## src/rtl/clock_pkg.sv

```systemverilog
// Shared definitions for the digital clock stages (hours, minutes, seconds).
package clock_pkg;

    localparam int HOURS_PER_DAY = 24;
    localparam int HOUR_W        = 5;

    typedef logic [3:0] bcd_digit_t;

    // Two-digit BCD split of a binary value in 0..59; {tens, units}.
    function automatic logic [7:0] bin_to_bcd2(input logic [5:0] value);
        bcd_digit_t tens;
        logic [5:0] rem;
        if (value >= 6'd50) begin
            tens = 4'd5;
            rem  = value - 6'd50;
        end else if (value >= 6'd40) begin
            tens = 4'd4;
            rem  = value - 6'd40;
        end else if (value >= 6'd30) begin
            tens = 4'd3;
            rem  = value - 6'd30;
        end else if (value >= 6'd20) begin
            tens = 4'd2;
            rem  = value - 6'd20;
        end else if (value >= 6'd10) begin
            tens = 4'd1;
            rem  = value - 6'd10;
        end else begin
            tens = 4'd0;
            rem  = value;
        end
        return {tens, rem[3:0]};
    endfunction

endpackage

```

## src/rtl/hour_display_decode.sv

```systemverilog
// Combinational 12/24-hour BCD view of the binary hour register.
module hour_display_decode
    import clock_pkg::*;
(
    input  logic [HOUR_W-1:0] hour,
    input  logic              mode_24h,
    output logic [1:0]        disp_tens,
    output logic [3:0]        disp_units,
    output logic              pm
);

    logic [HOUR_W-1:0] shown;
    logic [7:0]        bcd;

    // Pick the displayed value: 24h passes through, 12h maps 0->12 and 13..23->1..11.
    always_comb begin
        shown = hour;
        if (!mode_24h) begin
            if (hour == '0) begin
                shown = 5'd12;
            end else if (hour > 5'd12) begin
                shown = hour - 5'd12;
            end
        end
        bcd        = bin_to_bcd2({1'b0, shown});
        disp_tens  = bcd[5:4];
        disp_units = bcd[3:0];
        pm         = (hour >= 5'd12);
    end

endmodule

```

## src/rtl/hour_counter.sv

```systemverilog
// Hour stage: advances on minute-rollover edges, validated direct load,
// day-rollover pulse and 12/24-hour BCD display.
module hour_counter
    import clock_pkg::*;
#(
    parameter int unsigned RESET_HOUR = 0
) (
    input  logic              clk_1Hz,
    input  logic              rst,
    input  logic              min_tick,
    input  logic              mode_24h,
    input  logic              load,
    input  logic [HOUR_W-1:0] load_hour,
    output logic [HOUR_W-1:0] hour,
    output logic [1:0]        disp_tens,
    output logic [3:0]        disp_units,
    output logic              pm,
    output logic              day_tick,
    output logic              load_err
);

    localparam logic [HOUR_W-1:0] RESET_HOUR_L = RESET_HOUR[HOUR_W-1:0];
    localparam logic [HOUR_W-1:0] LAST_HOUR    = HOUR_W'(HOURS_PER_DAY - 1);
    localparam logic [HOUR_W-1:0] HOUR_LIMIT   = HOUR_W'(HOURS_PER_DAY);

    logic [HOUR_W-1:0] hour_q, hour_d;
    logic              tick_d_q, tick_d_d;
    logic              day_tick_q, day_tick_d;
    logic              load_err_q, load_err_d;
    logic              adv;
    logic              load_ok;

    // Next-state: load (valid or not) beats advance; the tick history always
    // updates, so an edge coinciding with a load is consumed.
    always_comb begin
        tick_d_d   = min_tick;
        hour_d     = hour_q;
        day_tick_d = 1'b0;
        load_err_d = 1'b0;
        adv        = min_tick & ~tick_d_q & ~load;
        load_ok    = (load_hour < HOUR_LIMIT);
        if (load) begin
            if (load_ok) begin
                hour_d = load_hour;
            end else begin
                load_err_d = 1'b1;
            end
        end else if (adv) begin
            if (hour_q == LAST_HOUR) begin
                hour_d     = '0;
                day_tick_d = 1'b1;
            end else begin
                hour_d = hour_q + 5'd1;
            end
        end
    end

    // State registers; tick history resets high so a level held through reset is ignored.
    always_ff @(posedge clk_1Hz) begin
        if (rst) begin
            hour_q     <= RESET_HOUR_L;
            tick_d_q   <= 1'b1;
            day_tick_q <= 1'b0;
            load_err_q <= 1'b0;
        end else begin
            hour_q     <= hour_d;
            tick_d_q   <= tick_d_d;
            day_tick_q <= day_tick_d;
            load_err_q <= load_err_d;
        end
    end

    assign hour     = hour_q;
    assign day_tick = day_tick_q;
    assign load_err = load_err_q;

    hour_display_decode u_decode (
        .hour       (hour_q),
        .mode_24h   (mode_24h),
        .disp_tens  (disp_tens),
        .disp_units (disp_units),
        .pm         (pm)
    );

endmodule

```

## config.mk

```make
export PLATFORM = sky130hd
export DESIGN_NAME = hour_counter
export DESIGN_NICKNAME = d
export VERILOG_FILES = /design/src/rtl/clock_pkg.sv /design/src/rtl/hour_display_decode.sv /design/src/rtl/hour_counter.sv
export SDC_FILE = /design/constraint.sdc
export NUM_CORES = 1
export LEC_CHECK = 0
export BUFFER_PORTS_ARGS = -buffer_cell sky130_fd_sc_hd__buf_2
export CORE_MARGIN = 2
export CORE_UTILIZATION = 45
export CTS_BUF_LIST = sky130_fd_sc_hd__clkbuf_8
export CTS_CLUSTER_SIZE = 8
export DETAILED_ROUTE_END_ITERATION = 16
export PLACE_DENSITY_LB_ADDON = 0.1
export SLEW_MARGIN = 10
export SYNTH_ARGS = -nofsm -noshare
export SYNTH_HDL_FRONTEND = slang
export SYNTH_SLANG_ARGS = --single-unit
```

## constraint.sdc

```tcl
create_clock -name clk_1Hz -period 3.2 [get_ports clk_1Hz]
set_input_delay 0.16 -clock clk_1Hz [delete_from_list [all_inputs] [get_ports clk_1Hz]]
set_output_delay 0.16 -clock clk_1Hz [all_outputs]
set_load 0.1 [all_outputs]
```

==> results of run 1 <==
## metal layers
| layer | track usage | up-vias | wire length, um |
|---|---|---|---|
| li1 | - | 401 | - |
| met1 | 0.249 | 348 | 790 |
| met2 | 0.325 | 17 | 842 |
| met3 | 0.0238 | 5 | 48 |
| met4 | 0.103 | 0 | 37 |
| met5 | 0 | - | 0 |
## critical path: cells and delay by family, from the launching register on
family | cells | cell delay (ns)
buffers and inverters | 2 | 0.41
AO/OA/AOI/OAI | 4 | 0.74
multiplexers | 1 | 0.30
AND/OR/NAND/NOR | 1 | 0.26
flip-flops | 1 | 0.39
adder cells (fa/ha/maj) | 2 | 0.52
## through the flow
stage	cells	power, mW	utilization
after floorplan	94	0.421	-
after global placement	133	0.493	0.612
after detailed placement	133	0.494	0.612
after CTS	136	0.616	0.636
after global routing	136	0.647	0.638
final	136	0.613	0.638
## layout by cell type, fill, tap and decap left out, drive strengths merged, types with 4 or more instances in the layout
master | synthesis | layout
dfxtp | 8 | 8
a21oi | 5 | 5
buf | 1 | 24
ha | 9 | 9
nor2 | 8 | 8
inv | 11 | 11
o21ai | 4 | 4
nand2 | 5 | 5
clkbuf | 2 | 4
## area by class of cell
type	instances	area, um^2	area share
Clock buffer	3	41.3	0.0383
Inverter	11	48.8	0.0453
Multi-Input combinational cell	72	627	0.582
Sequential cell	8	176	0.164
Tap cell	17	21.3	0.0197
Timing Repair Buffer	25	163	0.151
## repair_timing
action,in CTS,in global routing
setup endpoints to repair,0,1
resized for setup,0,1
hold buffers,0,0
## kinds of logic after synthesis
kind of cell,after synthesis,share of synthesized area
muxes,4,0.0521
AOI/OAI and AO/OA,30,0.297
DFF,8,0.202
xor gates and xnor gates,1,0.0111
buffers and inverters,14,0.0758
and+or+nand+nor,28,0.220
adders and majority gates,9,0.142
## worst min-delay path by stage
| stage | start | endpoint | slack, ns | depth (start not counted) |
|---|---|---|---|---|
| 3_3_place_gp | min_tick | tick_d_q | 0.36 | 2 |
| 2_1_floorplan | min_tick | tick_d_q | 0.27 | 1 |
| 6_report | min_tick | tick_d_q | 0.13 | 2 |
| 3_5_place_dp | min_tick | tick_d_q | 0.36 | 2 |
| 4_1_cts | min_tick | tick_d_q | 0.13 | 2 |
| 5_1_grt | min_tick | tick_d_q | 0.14 | 2 |
## registers in the layout, summed over array words and instances (netlist names)
register,flops
day_tick,1
hour,5
load_err,1
tick_d_q,1
## report_power, final
part	switching, mW	total (mW)	internal [mW]
clock	0.0382	0.119	0.0813
combinational	0.260	0.376	0.116
sequential	0.0110	0.117	0.106
==> flow_summary.toml, run 1 <==
[logic_synthesis]
synth_edf_count = 0
synth_commonest_cells = "ha_1, dfxtp_1, inv_1"
syn_nets = 113
synth_top_cell_by_area = "dfxtp_1"
ys_types = 43
synthArstFlopShare = 0
ys_ff_latch = 8
syn_inst = 94
post-synth-top-count-cell = "ha_1"
syn-cell-area_um2 = 792
seq_area_frac_synth = 0.202
synth_top_area_share = 0.202
ys.flop_type = "dfxtp_1"
syn_area_per_cell_um2 = 8.43
synth_top_cells_by_area = "dfxtp_1, ha_1, mux2i_1"
ys_warn_count = 0

[clocking]
htree_levels = 1
root_buffer = "clkbuf_8"
cts.sinks = 8
clock_latency_ns = 0.23
clk_pin_slew_worst_paths_ns = 0.04
clock_path_buffers = 2
cts_setup_buffers = 0
cts_inserted_buffers = 3
cts_tree = "yes"

[final_layout]
drive_gt1_frac = 0.479
area_growth_syn_to_layout_pct = 36.0
nNetsFinal = 140
final_area_mm2 = 0.00108
diodes = 0
fillers = 153

[floorplanning]
die_width_um = 46.0
rows = 15
core-area_mm2 = 0.00169
dieArea_mm2 = 0.00211
initial_utilization = 0.469
fp.dieH_um = 46.0
pin_count = 24

[drt]
route.detailed.drc = 0
via_per_inst = 5.67
wl_um = 1720
drtPass1Iterations = 4
vias = 771
drt-initial-drc-count = 7
ant_nets = 0
wire_per_inst_um = 12.6

[sta]
setup_viol = 0
fin_setup_tns_ns = 0
period_share = 0.945
drv_slew = 0
worst_pin_slew_ns = 0.493
period_needed_ns = 3.02
holdWs_ns = 0.132
max_freq_ghz = 0.331
finalClockSkew_ns = 0.00214
setup_slack_ns = 0.177
rsz0062_at_grt = "false"
hold_violations = 0
slew_headroom = 0.673

[critical_path]
path_cells = "inv_4, ha_1, nor4_2, o21ai_2, ha_1, a31oi_1, a21bo_1, mux2_4, a22oi_2, clkbuf_4"
crit_type = "register to output port"
rrSetupSlack_ns = 1.70
slowest_stage = "dfxtp_4"
startpoint_type = "register"
cp.arrival_ns = 2.86
crit_fanout = 8
startpoint = "hour[2]"
crit_path_end = "disp_units[2]"
rr_startpoint = "hour[0]"
reg2reg_depth = 4
end_kind = "output port"
path_common_cell = "ha_1"
reg2reg_to = "hour[3]"
cp_data_required_time_ns = 3.04
max_stage_delay_ns = 0.39

[min_path]
hold_path.class = "input pin to register"

[power]
leakage_nw = 0.521
peakVddDrop_mv = 0.263
powerDensity_mw_per_mm2 = 569

[place]
dpl-instance-area_mm2 = 0.00103
place_ws_ns = 0.335
gp_congestion = 0.841
io_buffers = 23
dp_hpwl_um = 1390

[flow_run]
drv_cap = 0

[global_routing]
grt_pass1_vias = 684
grt_max_degree = 12
antenna_found_initial = 0
grt_pass1_wl_um = 2990
overflow = 0
grt_usage = 0.198

[run_status]
status = "finished clean"
(Power assumes the default switching activity.)
==> inputs of run 2 (changes only) <==
--- a/config.mk
+++ b/config.mk
@@ -15,4 +15,5 @@
 export SLEW_MARGIN = 10
 export SYNTH_ARGS = -nofsm -noshare
 export SYNTH_HDL_FRONTEND = slang
+export SYNTH_HIERARCHICAL = 1
 export SYNTH_SLANG_ARGS = --single-unit
==> flow_summary.toml, run 2 <==
[run_status]
status = "finished clean"

[final_layout]
final_common_cell = "buf_2"
nNetsFinal = 147
drive_gt1_frac = 0.457
largest_reg_flops = 5
most-common-layout-cells = "buf_2, nor3_1, inv_1"
area_growth_syn_to_layout_pct = 26.3
diodes = 0

[power]
peakVddDrop_mv = 0.466
power_frac_comb = 0.591
power_mw = 0.620
internal-power_mw = 0.295
pwr-share-clk = 0.203
leakage_nw = 0.500
powerDensity_mw_per_mm2 = 531
p_sw_frac = 0.525
pwr-share-seq = 0.206
switchingPower_mw = 0.326

[drt]
vias = 920
drtPass1Iterations = 4
wl_um = 2040
via_per_inst = 5.90
wire_per_inst_um = 13.1
drt-initial-drc-count = 17
ant_nets = 0
route.detailed.drc = 0

[sta]
holdWs_ns = 0.129
rsz0062_at_grt = "false"
setup_viol = 0
period_share = 0.957
period_needed_ns = 3.06
fin_setup_tns_ns = 0
finalClockSkew_ns = 0.0138
slew_headroom = 0.678
drv_slew = 0
max_freq_ghz = 0.327
hold_violations = 0
worst_pin_slew_ns = 0.487

[logic_synthesis]
seq_area_frac_synth = 0.173
ys.flop_type = "dfxtp_1"
synthArstFlopShare = 0
ys_warn_count = 6
synth_top_cell_by_area = "dfxtp_1"
syn_nets = 125
synth_top_area_share = 0.173
syn-cell-area_um2 = 925
synth_commonest_cells = "dfxtp_1, inv_1, nor3_1"
ys_types = 51
ys_ff_latch = 8
syn_area_per_cell_um2 = 8.56
synth_edf_count = 0
synth_top_cells_by_area = "dfxtp_1, ha_1, nor3_1"
syn_inst = 108

[floorplanning]
core-area_mm2 = 0.00194
initial_utilization = 0.476
die_width_um = 49.3
rows = 16
dieArea_mm2 = 0.00243
fp.dieH_um = 49.3
pin_count = 24

[critical_path]
end_kind = "output port"
startpoint_type = "register"
slowest_stage = "buf_2"
max_stage_delay_ns = 0.47
crit_type = "register to output port"
path_cells = "ha_4, or3b_4, a311oi_2, nor2_2, ha_2, o21ai_2, mux2i_1, o22ai_4, buf_2"
crit_fanout = 14
cp.arrival_ns = 2.90
cp_data_required_time_ns = 3.04

[flow_run]
drv_cap = 0

[clocking]
root_buffer = "clkbuf_8"
clk_pin_slew_worst_paths_ns = 0.05
clock_latency_ns = 0.24
cts.sinks = 8
cts_tree = "yes"
ctsHoldBuffers = 0
clock_path_buffers = 2
htree_levels = 1
cts_inserted_buffers = 3

[global_routing]
grt_max_degree = 17
overflow = 0
grt_pass1_wl_um = 3400
antenna_found_initial = 0
grt_pass1_vias = 705
grt_usage = 0.181

[place]
io_buffers = 23
dp_hpwl_um = 1530
gp_congestion = 0.846

[min_path]
hold_path.class = "input pin to register"
run 2: changes by cell type in the layout (fill, tap and decap cells not counted), sizes merged, moves of 2 or more:
cell    before  now
a21o         3    0
ha           9    7
o32ai        0    2
nand3        3    0
o31ai        3    0
a311oi       0    2
or2b         0    2
a22oi        3    0
a21boi       0    2
a21oi        5    7
nor3         2    8
buf         24   22
run 2: through the flow:
step	std cells	util	instance area, um^2	worst slack, ns
6_report	156	0.601	1170	0.138
5_1_grt	156	0.601	1170	0.00526
4_1_cts	156	0.595	1160	0.0318
3_5_place_dp	152	0.572	1110	0.294
3_3_place_gp	152	0.572	1110	0.332
2_1_floorplan	108	-	1000	-0.0483
run 2: final cells by class:
class | instances | area (um^2)
sequential | 8 | 171
inverter | 9 | 33.8
tap | 27 | 33.8
multi-input combinational | 85 | 757
timing repair buffer | 23 | 126
fill | 184 | 774
clock buffer | 3 | 41.3
clock inverter | 1 | 3.75
run 2: cells by family (layout without fill, tap and decap cells):
kind of cell	after synthesis	after routing	synth area share
flops	8	8	0.173
mux	3	3	0.0325
fa+ha+maj	7	7	0.0947
buf+inv	15	36	0.0785
compound gates	32	32	0.314
xor+xnor	1	1	0.00947
simple gates	42	42	0.298
run 2: path summary, 6_finish.rpt:
kind             from            to  slack, ns  cells past startpoint
max           hour[3]  disp_tens[0]       0.14                      9
min          min_tick      tick_d_q       0.13                      2
max reg2reg   hour[1]       hour[3]       1.86                      4
min reg2reg   hour[2]       hour[2]       0.60                      2
run 2: critical path, delay by kind of cell, from the launching register on:
family | cells | cell delay [ns]
DFF | 1 | 0.44
muxes | 1 | 0.15
buffers and inverters | 1 | 0.47
AOI/OAI and AO/OA | 3 | 0.67
and+or+nand+nor | 2 | 0.51
adders and majority gates | 2 | 0.42
run 2: metal layers:
metal | part of all wire | vias to the layer above | track usage | routed length (um)
li1 | - | 455 | - | -
met1 | 0.49 | 433 | 0.275 | 998
met2 | 0.44 | 28 | 0.232 | 897
met3 | 0.057 | 4 | 0.0491 | 117
met4 | 0.014 | 0 | 0.0714 | 29
met5 | 0 | - | 0 | 0
run 2: power by group through the flow:
stage	Combinational [mW]	Clock, mW	Sequential, mW
2_1_floorplan	0.280	0	0.161
3_3_place_gp	0.356	0	0.128
3_5_place_dp	0.357	0	0.129
4_1_cts	0.358	0.129	0.127
5_1_grt	0.389	0.137	0.130
6_report	0.367	0.126	0.128
run 2: repair_timing:
| action | 4_1_cts | 5_1_grt |
|---|---|---|
| setup buffers | 0 | 0 |
| resized for setup | 0 | 6 |
| endpoints found under the setup margin | 0 | 3 |
==> inputs of run 3 (changes only) <==
--- a/config.mk
+++ b/config.mk
@@ -12,6 +12,7 @@
 export CTS_CLUSTER_SIZE = 8
 export DETAILED_ROUTE_END_ITERATION = 16
 export PLACE_DENSITY_LB_ADDON = 0.1
+export REMOVE_ABC_BUFFERS = 1
 export SLEW_MARGIN = 10
 export SYNTH_ARGS = -nofsm -noshare
 export SYNTH_HDL_FRONTEND = slang
==> flow_summary.toml, run 3 (synthesis gave the netlist of run 2 again) <==
[min_path]
hold_start = "min_tick"
min_to = "tick_d_q"
hold_path.class = "input pin to register"
min_path_cells = 2

[drt]
via_per_inst = 5.89
vias = 930
wire_per_inst_um = 14.2
route.detailed.drc = 0
ant_nets = 0
wl_um = 2250
drt-initial-drc-count = 23
drtPass1Iterations = 4

[sta]
period_needed_ns = 3.07
rsz0062_at_grt = "false"
fin_setup_tns_ns = 0
drv_slew = 0
max_freq_ghz = 0.325
slew_headroom = 0.649
hold_violations = 0
finalClockSkew_ns = 0.00835
worst_pin_slew_ns = 0.526
period_share = 0.960
setup_viol = 0
setup_slack_ns = 0.127

[flow_run]
drv_cap = 0

[critical_path]
rr_startpoint = "hour[0]"
cp.arrival_ns = 2.91
cp_data_required_time_ns = 3.04
rrSetupSlack_ns = 1.74
end_kind = "output port"
reg2reg_to = "hour[3]"
startpoint_type = "register"
crit_fanout = 9
crit_type = "register to output port"
reg2reg_depth = 4

[final_layout]
largest_reg_flops = 5
final_common_cell = "buf_2"
most-common-layout-cells = "buf_2, nor3_1, inv_1, ha_1, dfxtp_1"
diodes = 0
area_growth_syn_to_layout_pct = 29.6
drive_gt1_frac = 0.405
nNetsFinal = 150
fillers = 186

[floorplanning]
dieArea_mm2 = 0.00243
initial_utilization = 0.476
die_width_um = 49.3
fp.dieH_um = 49.3
rows = 16
core-area_mm2 = 0.00194
pin_count = 24

[clocking]
cts_tree = "yes"
clock_latency_ns = 0.24
cts.sinks = 8
root_buffer = "clkbuf_8"
htree_levels = 1
ctsHoldBuffers = 0
clock_path_buffers = 2
clk_pin_slew_worst_paths_ns = 0.05
cts_inserted_buffers = 3

[power]
powerDensity_mw_per_mm2 = 542
peakVddDrop_mv = 0.321
leakage_nw = 0.521

[global_routing]
grt_max_degree = 16
antenna_found_initial = 0
grt_usage = 0.192
grt_pass1_wl_um = 3650
overflow = 0
grt_pass1_vias = 824

[run_status]
status = "finished clean"

[place]
dp_hpwl_um = 1720
place_ws_ns = 0.150
io_buffers = 23
gp_congestion = 0.917
[run 3: how the worst max path moves through the flow]
stage                 start       endpoint  slack (ns)  cells after the start
floorplan           hour[0]  disp_units[1]       -2.14                      8
global placement    hour[2]  disp_units[1]        0.23                     10
detailed placement  hour[2]  disp_units[1]        0.15                     11
CTS                 hour[2]  disp_units[1]        0.07                     10
global route        hour[3]  disp_units[1]        0.01                     10
finish              hour[3]  disp_units[1]        0.13                     10
[run 3: per-layer routing]
metal | GRT usage | wire [um] | vias to the layer above
met2 | 0.315 | 1040 | 32
met1 | 0.258 | 1020 | 442
met4 | 0.0143 | 0 | 0
met5 | 0 | 0 | -
met3 | 0.0552 | 187 | 0
li1 | - | - | 456
[run 3: cell type report]
class                           count  area [um^2]  share of cell area
Inverter                            9         33.8              0.0282
Multi-Input combinational cell     85          714               0.596
Sequential cell                     8          163               0.136
Tap cell                           27         33.8              0.0282
Clock buffer                        3         41.3              0.0344
Timing Repair Buffer               26          213               0.177
[run 3: where the power goes]
| part | internal [mW] | leakage [nW] | switching [mW] |
|---|---|---|---|
| Clock | 0.0819 | 0.0216 | 0.0440 |
| Sequential | 0.107 | 0.0666 | 0.0142 |
| Combinational | 0.133 | 0.432 | 0.270 |
[run 3: worst max-delay path: stages, from the launching register on]
cell and delay [ns]:
dfxtp_2 0.41, ha_4 0.19, or3b_1 0.39, a311oi_2 0.33
nor2_2 0.12, ha_1 0.24, o21ai_0 0.15, mux2i_1 0.15
o22ai_2 0.30, xnor2_2 0.17, buf_12 0.20
[run 3: stage by stage]
| stage | cell area (um^2) | power [mW] | utilization | hold WS (ns) | cells |
|---|---|---|---|---|---|
| finish | 1200 | 0.650 | 0.617 | 0.135 | 158 |
| detailed placement | 1130 | 0.518 | 0.583 | 0.381 | 155 |
| floorplan | 886 | 0.402 | - | 0.228 | 102 |
| global placement | 1130 | 0.513 | 0.583 | 0.372 | 155 |
| global route | 1200 | 0.679 | 0.617 | 0.142 | 158 |
| CTS | 1190 | 0.649 | 0.611 | 0.138 | 158 |
[run 3: repair_timing]
item                                    4_1_cts  5_1_grt
setup buffers                                 0        0
pin swaps                                     0        1
resized for setup                             4        3
endpoints found under the setup margin        1        1
